--- src/rtl/ram_bist_seq_if.sv ---
// ---------------------------------------------------------------------------
// ram_bist_seq_if
// Bus between the BIST sequencer and the single-port block RAM.
//
// Signals:
//   ram_en      - RAM enable, driven by the sequencer
//   ram_we      - write enable (1 = write, 0 = read)
//   ram_addr    - word address, ADDR_W bits
//   ram_wr_data - write data, DATA_W bits
//   ram_rd_data - read data returned by the RAM, DATA_W bits
//
// Modports:
//   master - the sequencer side (drives en/we/addr/wr_data)
//   slave  - the RAM side (drives rd_data)
// ---------------------------------------------------------------------------
interface ram_bist_seq_if #(
    parameter int ADDR_W = 5,
    parameter int DATA_W = 8
);
    logic              ram_en;
    logic              ram_we;
    logic [ADDR_W-1:0] ram_addr;
    logic [DATA_W-1:0] ram_wr_data;
    logic [DATA_W-1:0] ram_rd_data;

    modport master (
        output ram_en,
        output ram_we,
        output ram_addr,
        output ram_wr_data,
        input  ram_rd_data
    );

    modport slave (
        input  ram_en,
        input  ram_we,
        input  ram_addr,
        input  ram_wr_data,
        output ram_rd_data
    );
endinterface

--- src/rtl/ram_bist_seq.sv ---
// ---------------------------------------------------------------------------
// ram_bist_seq
// Self-checking sequencer for a single-port RAM. On a start request it writes
// (addr + seed) to every word, reads every word back and compares the read
// data against the same pattern, allowing RD_LAT cycles of read latency. The
// seed advances by one after each pass so consecutive passes use different
// data.
//
// Ports:
//   clk            - system clock, rising edge
//   rst_n          - asynchronous active-low reset
//   start          - pass request, only looked at while idle
//   ram            - RAM bus (ram_bist_seq_if.master)
//   busy           - high while writing, reading or draining
//   done           - one-cycle pulse at the end of a pass
//   pass           - result of the last completed pass, held until next start
//   err_cnt        - mismatch count of the current/last pass, saturates at 255
//   first_err_addr - address of the first mismatch of the current/last pass
//
// Build option:
//   BIST_AUTO_LOOP_EN - when defined, DONE restarts the next pass directly so
//                       passes repeat until reset.
// ---------------------------------------------------------------------------
module ram_bist_seq #(
    parameter int ADDR_W = 5,
    parameter int DATA_W = 8,
    parameter int DEPTH  = 32,
    parameter int RD_LAT = 1
) (
    input  logic              clk,
    input  logic              rst_n,
    input  logic              start,
    ram_bist_seq_if.master    ram,
    output logic              busy,
    output logic              done,
    output logic              pass,
    output logic [7:0]        err_cnt,
    output logic [ADDR_W-1:0] first_err_addr
);

    typedef enum logic [2:0] {
        S_IDLE,
        S_WRITE,
        S_READ,
        S_DRAIN,
        S_DONE
    } state_t;

    localparam logic [ADDR_W-1:0] LAST_ADDR  = ADDR_W'(DEPTH - 1);
    localparam logic [2:0]        DRAIN_LAST = 3'(RD_LAT - 1);

    state_t            r_state;
    state_t            w_nextState;
    logic [ADDR_W-1:0] r_cnt;
    logic [2:0]        r_drainCnt;
    logic [DATA_W-1:0] r_seed;
    logic [7:0]        r_errCnt;
    logic [ADDR_W-1:0] r_firstErr;
    logic              r_pass;
    logic              r_pipeValid [RD_LAT];
    logic [ADDR_W-1:0] r_pipeAddr  [RD_LAT];

    logic              w_lastAddr;
    logic              w_startPass;
    logic              w_cmpValid;
    logic [ADDR_W-1:0] w_cmpAddr;
    logic [DATA_W-1:0] w_expData;
    logic              w_mismatch;

    assign w_lastAddr = (r_cnt == LAST_ADDR);

    // The oldest stage of the read pipeline lines up with the word the RAM
    // is presenting this cycle.
    assign w_cmpValid = r_pipeValid[RD_LAT-1];
    assign w_cmpAddr  = r_pipeAddr[RD_LAT-1];
    assign w_expData  = DATA_W'(w_cmpAddr) + r_seed;
    assign w_mismatch = w_cmpValid && (ram.ram_rd_data != w_expData);

    // State register.
    always_ff @(posedge clk or negedge rst_n) begin
        if (!rst_n) begin
            r_state <= S_IDLE;
        end else begin
            r_state <= w_nextState;
        end
    end

    // Next-state logic. w_startPass marks the cycle that kicks off a pass so
    // the datapath can clear the previous results at the same edge.
    always_comb begin
        w_nextState = r_state;
        w_startPass = 1'b0;
        case (r_state)
            S_IDLE: begin
                if (start) begin
                    w_startPass = 1'b1;
                    w_nextState = S_WRITE;
                end
            end
            S_WRITE: begin
                if (w_lastAddr) begin
                    w_nextState = S_READ;
                end
            end
            S_READ: begin
                if (w_lastAddr) begin
                    w_nextState = S_DRAIN;
                end
            end
            S_DRAIN: begin
                if (r_drainCnt == DRAIN_LAST) begin
                    w_nextState = S_DONE;
                end
            end
            S_DONE: begin
`ifdef BIST_AUTO_LOOP_EN
                w_startPass = 1'b1;
                w_nextState = S_WRITE;
`else
                w_nextState = S_IDLE;
`endif
            end
            default: begin
                w_nextState = S_IDLE;
            end
        endcase
    end

    // RAM bus and status outputs are decoded from the state so the RAM is
    // never enabled outside the write and read phases. During DONE the pass
    // flag shows the fresh result; afterwards the latched copy holds it.
    always_comb begin
        ram.ram_en      = 1'b0;
        ram.ram_we      = 1'b0;
        ram.ram_addr    = '0;
        ram.ram_wr_data = '0;
        if (r_state == S_WRITE) begin
            ram.ram_en      = 1'b1;
            ram.ram_we      = 1'b1;
            ram.ram_addr    = r_cnt;
            ram.ram_wr_data = DATA_W'(r_cnt) + r_seed;
        end else if (r_state == S_READ) begin
            ram.ram_en   = 1'b1;
            ram.ram_addr = r_cnt;
        end
        busy           = (r_state == S_WRITE) || (r_state == S_READ) || (r_state == S_DRAIN);
        done           = (r_state == S_DONE);
        pass           = (r_state == S_DONE) ? (r_errCnt == 8'd0) : r_pass;
        err_cnt        = r_errCnt;
        first_err_addr = r_firstErr;
    end

    // Address/drain counters, read pipeline, error bookkeeping and seed.
    // A reset flushes the pipeline so a half-finished pass leaves nothing
    // behind to be compared.
    always_ff @(posedge clk or negedge rst_n) begin
        if (!rst_n) begin
            r_cnt      <= '0;
            r_drainCnt <= '0;
            r_seed     <= '0;
            r_errCnt   <= '0;
            r_firstErr <= '0;
            r_pass     <= 1'b0;
            for (int i = 0; i < RD_LAT; i++) begin
                r_pipeValid[i] <= 1'b0;
                r_pipeAddr[i]  <= '0;
            end
        end else begin
            if (w_startPass) begin
                r_cnt <= '0;
            end else if ((r_state == S_WRITE) || (r_state == S_READ)) begin
                r_cnt <= w_lastAddr ? '0 : r_cnt + 1'b1;
            end

            r_drainCnt <= (r_state == S_DRAIN) ? r_drainCnt + 3'd1 : 3'd0;

            for (int i = RD_LAT - 1; i > 0; i--) begin
                r_pipeValid[i] <= r_pipeValid[i-1];
                r_pipeAddr[i]  <= r_pipeAddr[i-1];
            end
            r_pipeValid[0] <= (r_state == S_READ);
            r_pipeAddr[0]  <= r_cnt;

            if (w_mismatch) begin
                if (r_errCnt != 8'd255) begin
                    r_errCnt <= r_errCnt + 8'd1;
                end
                if (r_errCnt == 8'd0) begin
                    r_firstErr <= w_cmpAddr;
                end
            end

            if (r_state == S_DONE) begin
                r_seed <= r_seed + 1'b1;
                r_pass <= (r_errCnt == 8'd0);
            end

            if (w_startPass) begin
                r_errCnt   <= '0;
                r_firstErr <= '0;
                r_pass     <= 1'b0;
            end
        end
    end

endmodule
--- src/flat_wrapper.sv ---
// flat-port wrapper written by rule: the top's interface ports become plain ports
module ram_bist_seq_flat 
#(
    parameter int ADDR_W = 5,
    parameter int DATA_W = 8,
    parameter int DEPTH  = 32,
    parameter int RD_LAT = 1
)
  (clk, rst_n, start, busy, done, pass, err_cnt, first_err_addr, ram_ram_en, ram_ram_we, ram_ram_addr, ram_ram_wr_data, ram_ram_rd_data);
  ram_bist_seq_if #(.ADDR_W(ADDR_W), .DATA_W(DATA_W)) ram_i ();
  input  logic clk;
  input  logic rst_n;
  input  logic start;
  output logic busy;
  output logic done;
  output logic pass;
  output logic [7:0] err_cnt;
  output logic [ADDR_W-1:0] first_err_addr;
  output wire logic [$bits(ram_i.ram_en)-1:0] ram_ram_en;
  output wire logic [$bits(ram_i.ram_we)-1:0] ram_ram_we;
  output wire logic [$bits(ram_i.ram_addr)-1:0] ram_ram_addr;
  output wire logic [$bits(ram_i.ram_wr_data)-1:0] ram_ram_wr_data;
  input wire logic [$bits(ram_i.ram_rd_data)-1:0] ram_ram_rd_data;
  assign ram_ram_en = ram_i.ram_en;
  assign ram_ram_we = ram_i.ram_we;
  assign ram_ram_addr = ram_i.ram_addr;
  assign ram_ram_wr_data = ram_i.ram_wr_data;
  assign ram_i.ram_rd_data = ram_ram_rd_data;
  ram_bist_seq #(.ADDR_W(ADDR_W), .DATA_W(DATA_W), .DEPTH(DEPTH), .RD_LAT(RD_LAT)) u_core (.clk(clk), .rst_n(rst_n), .start(start), .ram(ram_i), .busy(busy), .done(done), .pass(pass), .err_cnt(err_cnt), .first_err_addr(first_err_addr));
endmodule
--- config.mk ---
export PLATFORM = sky130hd
export DESIGN_NAME = ram_bist_seq_flat
export DESIGN_NICKNAME = d
export VERILOG_FILES = /design/src/rtl/ram_bist_seq_if.sv /design/src/rtl/ram_bist_seq.sv /design/src/flat_wrapper.sv
export SDC_FILE = /design/constraint.sdc
export NUM_CORES = 1
export LEC_CHECK = 0
export ABC_CLOCK_PERIOD_IN_PS = 2500
export BUFFER_PORTS_ARGS = -buffer_cell sky130_fd_sc_hd__buf_2
export CAP_MARGIN = 40
export CORE_MARGIN = 4
export CORE_UTILIZATION = 51
export CTS_CLUSTER_DIAMETER = 60
export DETAILED_ROUTE_END_ITERATION = 8
export PLACE_DENSITY = 0.87
export SKIP_LAST_GASP = 1
export SYNTH_ARGS = -nofsm -noshare
export SYNTH_HDL_FRONTEND = slang
export SYNTH_SLANG_ARGS = --single-unit
--- constraint.sdc ---
create_clock -name clk -period 2.5 [get_ports clk]
set_clock_uncertainty 0.2 [all_clocks]
set_input_delay 0 -clock clk [delete_from_list [all_inputs] [get_ports clk]]
set_output_delay 0 -clock clk [all_outputs]
set_load 0.05 [all_outputs]
==> flow_summary.ini, run 1 <==
[sta]
final.setup.worst_slack_ns = -0.168
min_period_ns = 2.67
max_freq_ghz = 0.375
rsz0062_at_grt = yes
period_share_pct = 107
hold_slack_ns = 0.206
tightest_slew_ns = 0.486
setup_viol = 15
relSlewSlack_pct = 67.5
hold_viol = 0
final-max-slew-violation-count = 0

[cts]
cts.htree.levels = 2
cts.sinks = 39
cts.root.buffer_cell = clkbuf_8
clk_pin_slew_ns = 0.08
cts_tree = done
cts_buffer_depth = 2
cts_made_buffers = 5
clk_latency_ns = 0.30

[critical_path]
path_class = flop to flop
cp.arrival_ns = 2.66
cp_data_required_time_ns = 2.49
cp-end-kind = flop
start_kind = flop
cp_max_fo = 5

[finish]
final_cells = 393
finalNetCount = 370
n_antenna_cell = 0
nFillCells = 322
syn2layout_area_growth_pct = 33.3
drive_gt1_share_pct = 32.3

[routing]
vias = 2240
dr.pass1.iters = 4
top_layer_used = met4
dr_wl_met2_microns = 3330
ant_nets = 0
drt-total-wl_microns = 6530
via_per_inst = 5.70
drt-met1-wl_microns = 2730
first_iter_violations = 139
routedWlPerCell_microns = 16.6
wl_met3_microns = 307
post-route-drc-count = 0

[placement]
hpwl_microns = 4260
place_inst = 374
gp_congestion = 0.847
io_buffers = 41

[yosys]
synth-simple-area-share_pct = 24.3
synth_fp_nets = 296
synth_top_family_by_area = simple AND/OR/NAND/NOR gates
synthesis.instances = 266
ys_seq_area_share_pct = 39.8
synth-seq-cells = 39
ys_warn_count = 0
synth_area_sq_mm = 0.00245
yosysUniqueCellTypes = 44
synthMuxAreaShare_pct = 4.23
synthTopCellsByArea = dfrtp_1 40%, ha_1 8.7%, xnor2_1 5.7%
postSynthAreaPerCell_sq_um = 9.23
async_reset_ff_share_pct = 100
synth-main-ff-cell = dfrtp_1
synthAdderAreaFrac_pct = 10.3
synth_top_area_cell = dfrtp_1
synth_edf_count = 0
yosysMostFrequentCell = dfrtp_1
synth_xor_xnor_area_share_pct = 7.85
synth_compound_area_share_pct = 10.8
synthTopCellsByCount = 39 x dfrtp_1, 28 x nand2_1, 28 x nor2_1
yosysTopAreaCellShare_pct = 39.8

[die]
die_h_microns = 77.4
coreArea_sq_mm = 0.00450
pin_count = 42
die-area_sq_mm = 0.00599
rows = 24
start_util_pct = 54.5
die_w_microns = 77.4

[pwr]
switching_share_pct = 45.4
ir_drop_mv = 0.875
internal_power_w = 0.00163
power.density_mw_per_mm2 = 911
finalPower_w = 0.00298
leakagePower_nw = 1.65
switchingPower_w = 0.00135
p_seq_share_pct = 29.0
power_frac_comb_pct = 49.4
p_clk_share_pct = 21.5

[job]
cap_violations = 0

[status]
violations = negative setup slack
run_status = finished with violations

[global_route]
grt_pass1_vias = 2149
grt_pass1_wl_microns = 10300
grt_max_degree = 40
track_usage_pct = 21.3
gr-total-overflow = 0
antenna_found_initial = 0

[worst_hold_path]
worstHoldPathType = primary input to flop
==> cells by family (layout without fill, tap and decap cells) <==
group / after synthesis / count (layout)
AOI/OAI and AO/OA: 40 / 40
xor gates and xnor gates: 22 / 22
adders and majority gates: 19 / 19
buffers and inverters: 18 / 93
DFF: 39 / 39
muxes: 10 / 10
and+or+nand+nor: 118 / 118
==> final timing paths <==
check	startpoint	to	slack, ns	cells after the start
setup / recovery	u_core.r_seed[1]	u_core.err_cnt[0]	-0.17	9
hold / removal	ram_ram_rd_data[5]	u_core.err_cnt[7]	0.21	6
setup reg to reg	u_core.r_seed[1]	u_core.err_cnt[0]	-0.17	9
hold reg to reg	u_core.r_drainCnt[0]	u_core.r_drainCnt[0]	0.26	1
max in group asynchronous	rst_n	u_core.first_err_addr[3]	1.34	4
min in group asynchronous	rst_n	u_core.r_cnt[4]	0.56	4
==> final cells by class <==
cell class	instances	area, sq um	share of cell area (%)
Clock inverter	2	60.1	1.83
Clock buffer	6	72.6	2.22
Inverter	10	37.5	1.15
Tap cell	52	65.1	1.99
Multi-Input combinational cell	209	1540	47.1
Sequential cell	39	976	29.8
Timing Repair Buffer	75	519	15.9
==> worst max-delay path: stages, from the launching register on <==
cell and delay, ns:
dfrtp_1 0.44, buf_4 0.17, fa_2 0.38, a21o_1 0.20, a22oi_2 0.16, xnor2_1 0.11, and4_4 0.21, a21bo_4 0.24
nor2_4 0.10, mux2_2 0.35
==> power by group through the flow <==
stage | Combinational [W] | Sequential (W) | Clock [W]
after CTS | 0.00139 | 0.000848 | 0.000641
after floorplan | 0.000961 | 0.000859 | 0
after detailed placement | 0.00135 | 0.000856 | 0
final | 0.00147 | 0.000866 | 0.000643
after global placement | 0.00132 | 0.000849 | 0
after global routing | 0.00159 | 0.000877 | 0.000672
==> state kept, by name, indices dropped and copies added, names as in the netlist <==
register,flops
u_core.err_cnt,8
u_core.r_cnt,5
u_core.first_err_addr,5
u_core.r_drainCnt,3
u_core.r_seed,8
u_core.r_pipeAddr,5
u_core.r_state,3
u_core.r_pipeValid,1
u_core.r_pass,1
==> what timing repair did <==
action | CTS | global route
cloned | 0 | 0
buffers inserted | 2 | 6
endpoints found under the setup margin | 18 | 18
pin swaps | 3 | 16
hold endpoints to repair | 40 | 0
resized for setup | 13 | 24
hold buffers | 3 | 0
==> through the flow <==
stage	setup slack (ns)	util (%)	setup TNS, ns	cell area, sq um
finish	-0.168	72.7	-0.924	3270
global route	-0.243	72.7	-2.92	3270
CTS	-0.125	69.4	-1.02	3120
detailed placement	-0.182	64.4	-1.40	2900
global placement	-0.0134	63.9	-0.0713	2880
floorplan	-0.0248	-	-0.0477	2470
==> metal layers <==
metal | up-vias | global-route usage, %
li1 | 1078 | -
met5 | - | 0
met2 | 79 | 36.9
met1 | 1064 | 26.6
met4 | 0 | 7.47
met3 | 19 | 4.17
==> cells in the final DEF, fill, tap and decap left out, types with 9 or more instances in the layout <==
master   count
a21oi_1     12
buf_2       36
buf_4       29
xnor2_1     15
nor2_1      28
ha_1        12
nand2_1     27
nand3_1     11
and3_1       9
inv_1        9
dfrtp_1     39
(Power assumes the default switching activity.)
==> run 2: changes to the inputs <==
- PLACE_DENSITY: 0.87 -> default
- PLACE_DENSITY_LB_ADDON: default -> 0.2
==> run 2 against run 1 <==
The flow still finishes with violations (negative setup slack); via count decreased by 4.1%; clock-buffer cell count is 1 lower; register-to-register slack better by 0.06 ns; sequential cell count did not move; final area down 4.5%; clock power is 34% lower; die area unchanged.
==> flow_summary.ini, run 2 (synthesis gave the netlist of run 1 again) <==
[global_route]
grt_max_degree = 26
antenna_found_initial = 0
gr-total-overflow = 0
grt_pass1_wl_microns = 9310
grt_pass1_vias = 2117
track_usage_pct = 19.1

[pwr]
switching_share_pct = 47.3
ir_drop_mv = 0.971
internal_power_w = 0.00141
switchingPower_w = 0.00127
power.density_mw_per_mm2 = 859
p_clk_share_pct = 15.9
leakagePower_nw = 1.61
p_seq_share_pct = 31.4
power_frac_comb_pct = 52.7

[critical_path]
r2r_end = u_core.err_cnt[0]
slowest_delay_ns = 0.39
path_class = flop to flop
reg2reg_depth = 9
crit_family = compound AO/OA/AOI/OAI gates
start_kind = flop
worst-path-buf-inv = 0
cp_data_required_time_ns = 2.48
cp.arrival_ns = 2.59
r2r_start = u_core.r_seed[0]
cp_cell_sequence = ha_2, fa_2, a21o_1, a22oi_2, xnor2_1, and4_4, a21bo_4, nor2_4, mux2_2
crit_path_top_delay_cell = dfrtp_1
cp_max_fo = 5
cp-end-kind = flop
rrSetupSlack_ns = -0.11

[status]
run_status = finished with violations
violations = negative setup slack

[finish]
seq_area_sq_um = 976
syn2layout_area_growth_pct = 27.3
layout_commonest_cell = dfrtp_1
nFillCells = 369
drive_gt1_share_pct = 30.1
layout_common_cells = 39 x dfrtp_1, 36 x buf_2, 28 x nor2_1, 27 x nand2_1, 27 x buf_4
finalNetCount = 365
multi_input_area_sq_mm = 0.00149
n_antenna_cell = 0
fin_area_sq_mm = 0.00312

[placement]
hpwl_microns = 4240
io_buffers = 41
gp_congestion = 0.809
place_area_sq_mm = 0.00291

[die]
start_util_pct = 54.5
die_w_microns = 77.4
die_h_microns = 77.4
die-area_sq_mm = 0.00599
coreArea_sq_mm = 0.00450
pin_count = 42
rows = 24

[sta]
setup_viol = 10
max_freq_ghz = 0.383
min_period_ns = 2.61
relSlewSlack_pct = 56.6
period_share_pct = 104
final-max-slew-violation-count = 0
rsz0062_at_grt = yes
tightest_slew_ns = 0.649
hold_viol = 0
final.setup.worst_slack_ns = -0.111
fin_tns_setup_ns = -0.489

[routing]
first_iter_violations = 125
routedWlPerCell_microns = 14.1
post-route-drc-count = 0
ant_nets = 0
vias = 2148
dr.pass1.iters = 4
drt-total-wl_microns = 5460
via_per_inst = 5.54

[job]
cap_violations = 0

[cts]
cts_buffer_depth = 2
cts.root.buffer_cell = clkbuf_8
clk_pin_slew_ns = 0.08
cts.sinks = 39
cts_made_buffers = 5
cts_tree = done
clk_latency_ns = 0.29
cts.htree.levels = 2

[worst_hold_path]
worstHoldPathType = primary input to asynchronous set/reset pin
-- run 2: timing repair --
action,4_1_cts,5_1_grt
endpoints found under the hold margin,40,0
endpoints found under the setup margin,16,18
setup buffers,1,1
gates cloned,0,0
gates resized for setup,12,12
pin swaps,1,3
hold buffers,3,0
-- run 2: final cells by class --
class | count | area share [%]
tap | 52 | 2.08
sequential | 39 | 31.2
timing repair buffer | 70 | 14.9
inverter | 10 | 1.20
multi-input combinational | 209 | 47.7
clock buffer | 5 | 2.20
clock inverter | 3 | 0.641
-- run 2: power groups by stage --
stage               registers, W  clock network [W]  logic, W
global route            0.000861           0.000475   0.00153
global placement        0.000847                  0   0.00134
CTS                     0.000842           0.000440   0.00139
detailed placement      0.000854                  0   0.00136
floorplan               0.000859                  0  0.000961
finish                  0.000842           0.000427   0.00142
-- run 2: metrics by stage --
step                      total power, W  setup WS (ns)  utilization [%]  hold WS [ns]  instances
final                            0.00269         -0.111             69.4       0.00750        388
after global routing             0.00286         -0.192             69.4        0.0198        388
after CTS                        0.00267        -0.0701             68.3       0.00886        387
after detailed placement         0.00221         -0.131             64.5        -0.262        375
after global placement           0.00218        -0.0313             64.1       -0.0308        374
after floorplan                  0.00182        -0.0248                -        -0.496        266
-- run 2: worst max path at each step --
| stage | start | to | slack (ns) | cells after the start |
|---|---|---|---|---|
| after global placement | u_core.r_seed[0] | u_core.err_cnt[0] | -0.03 | 9 |
| after global routing | u_core.r_seed[0] | u_core.first_err_addr[4] | -0.19 | 9 |
| after floorplan | u_core.err_cnt[0] | u_core.r_pass | -0.02 | 6 |
| after CTS | u_core.r_seed[0] | u_core.err_cnt[0] | -0.07 | 9 |
| final | u_core.r_seed[0] | u_core.err_cnt[0] | -0.11 | 9 |
| after detailed placement | u_core.r_seed[0] | u_core.first_err_addr[4] | -0.13 | 9 |
-- run 2: per-layer routing --
metal	share of wire (%)	track usage, %	vias up
li1	-	-	1067
met1	45	23.3	1018
met2	48	32.7	52
met3	4.8	5.21	11
met4	2.1	6.41	0
met5	0	0	-
-- run 2: worst reg2reg max path, cell delays in order, from the launching register on --
cell     delay (ns)
dfrtp_1        0.39
ha_2           0.21
fa_2           0.37
a21o_1         0.20
a22oi_2        0.14
xnor2_1        0.10
and4_4         0.21
a21bo_4        0.24
nor2_4         0.12
mux2_2         0.34
==> run 3: changes to the inputs <==
- CORE_ASPECT_RATIO: default -> 1.5
- HOLD_SLACK_MARGIN: default -> 0.15
==> run 3 against run 2 <==
The run still ends with negative setup slack left; core utilization up 1.0 points; worst setup slack improved by 0.0018 ns; non-clock buffer count is 8 higher; largest power group unchanged; combinational power is essentially flat; critical path type unchanged; clock power down 3%; cell count is 5.2% higher; sequential share of layout area is 0.97 points lower; via count increased by 3.9%; sequential power is 1% higher; total power up 0.24%; die area grew 0.37%; clock-buffer cell count is the same.
==> flow_summary.ini, run 3 (synthesis gave the netlist of run 1 again) <==
[status]
run_status = finished with violations
violations = negative setup slack

[sta]
tightest_slew_ns = 0.462
min_period_ns = 2.61
setup_viol = 11
final-max-slew-violation-count = 0
hold_slack_ns = 0.173
period_share_pct = 104
final.setup.worst_slack_ns = -0.110
relSlewSlack_pct = 68.8
max_freq_ghz = 0.383
hold_viol = 0
rsz0062_at_grt = yes

[finish]
fin_area_sq_mm = 0.00322
finalNetCount = 373
n_antenna_cell = 0
syn2layout_area_growth_pct = 31.3
layout_common_cells = 39 x dfrtp_1, 37 x buf_2, 31 x buf_4, 27 x nor2_1, 27 x nand2_1
drive_gt1_share_pct = 32.3
layout_commonest_cell = dfrtp_1
final_core_util_pct = 70.4
nFillCells = 388

[pwr]
internal_power_w = 0.00142
switchingPower_w = 0.00128
p_seq_share_pct = 31.6
power.density_mw_per_mm2 = 835
power_frac_comb_pct = 53.1
leakagePower_nw = 1.64
switching_share_pct = 47.4
p_clk_share_pct = 15.3
ir_drop_mv = 0.929

[cts]
cts_tree = done
cts.sinks = 39
cts.root.buffer_cell = clkbuf_8
cts_buffer_depth = 2
cts_made_buffers = 5
cts.htree.levels = 2
clk_pin_slew_ns = 0.07
clk_latency_ns = 0.29

[global_route]
track_usage_pct = 21.1
antenna_found_initial = 0
grt_max_degree = 38
grt_pass1_wl_microns = 9910
gr-total-overflow = 0
grt_pass1_vias = 2182

[critical_path]
critical_path.startpoint = u_core.r_seed[0]
cp_data_required_time_ns = 2.52
crit_family = compound AO/OA/AOI/OAI gates
worst-path-buf-inv = 0
rrSetupSlack_ns = -0.11
cp.arrival_ns = 2.63
start_kind = flop
cp_cell_sequence = ha_2, fa_2, a21o_1, a21oi_1, xnor2_1, and4_4, a21bo_4, or3_1, a21oi_1
r2r_end = u_core.err_cnt[7]
cp.depth = 9
r2r_start = u_core.r_seed[0]
path_common_cell = a21oi_1
reg2reg_depth = 9
cp_max_fo = 4
cp-end-kind = flop
path_class = flop to flop
slowest_delay_ns = 0.40
crit_path_top_delay_cell = dfrtp_1

[die]
pin_count = 42
coreArea_sq_mm = 0.00458
die_h_microns = 93.0
die-area_sq_mm = 0.00601
die_w_microns = 64.6
start_util_pct = 53.6
rows = 30

[routing]
drt-total-wl_microns = 6030
post-route-drc-count = 0
dr.pass1.iters = 4
ant_nets = 0
vias = 2231
first_iter_violations = 155
via_per_inst = 5.47
routedWlPerCell_microns = 14.8

[placement]
gp_congestion = 0.914
hpwl_microns = 4480
io_buffers = 41
place_area_sq_mm = 0.00294

[worst_hold_path]
whs_endpoint = u_core.err_cnt[5]
hold_depth = 6
hold_start = ram_ram_rd_data[5]
worstHoldPathType = primary input to flop

[job]
cap_violations = 0
## run 3: layer usage
metal	up-vias	global-route usage (%)	share of wire, %	wire, microns
met4	0	8.82	2.4	146
met3	17	4.45	4.4	268
li1	1081	-	-	-
met2	60	37.2	53	3160
met1	1073	24.4	41	2450
met5	-	0	0	0
## run 3: worst max path at each step
stage                          endpoint  slack [ns]
6_report              u_core.err_cnt[7]       -0.11
5_1_grt               u_core.err_cnt[7]       -0.20
4_1_cts               u_core.err_cnt[7]       -0.07
3_5_place_dp   u_core.first_err_addr[2]       -0.14
3_3_place_gp   u_core.first_err_addr[1]       -0.01
2_1_floorplan             u_core.r_pass       -0.02
## run 3: timing repair
action,CTS,global route
setup buffers,1,6
hold buffers,3,0
endpoints found under the setup margin,16,18
pin swaps,3,9
hold endpoints to repair,47,0
gates resized for setup,12,19
## run 3: power groups by stage
stage               clock (W)  sequential, W  combinational [W]
global route         0.000455       0.000863            0.00155
CTS                  0.000429       0.000838            0.00139
global placement            0       0.000847            0.00134
finish               0.000413       0.000850            0.00143
detailed placement          0       0.000849            0.00136
floorplan                   0       0.000859           0.000961
## run 3: cell type report
class	instances	area [sq um]	share of cell area (%)
clock buffers	5	68.8	2.13
clock inverters	3	15.0	0.466
inverters	10	37.5	1.16
multi-input cells	209	1510	46.8
flip-flops and latches	39	976	30.3
well taps	64	80.1	2.48
repair buffers	78	539	16.7
## run 3: tightest hold or removal path: stages
cell,delay (ns)
buf_2,0.11
nand4_1,0.08
nand3_1,0.14
nand2_2,0.14
nand3_1,0.10
nand2_1,0.06
## run 3: per-stage QoR
stage	setup WS (ns)	total power, W	setup TNS (ns)	std cells
6_report	-0.110	0.00269	-0.558	408
2_1_floorplan	-0.0248	0.00182	-0.0477	266
3_5_place_dp	-0.142	0.00221	-0.826	390
4_1_cts	-0.0733	0.00265	-0.517	402
5_1_grt	-0.198	0.00287	-1.94	408
3_3_place_gp	-0.0120	0.00219	-0.0507	389
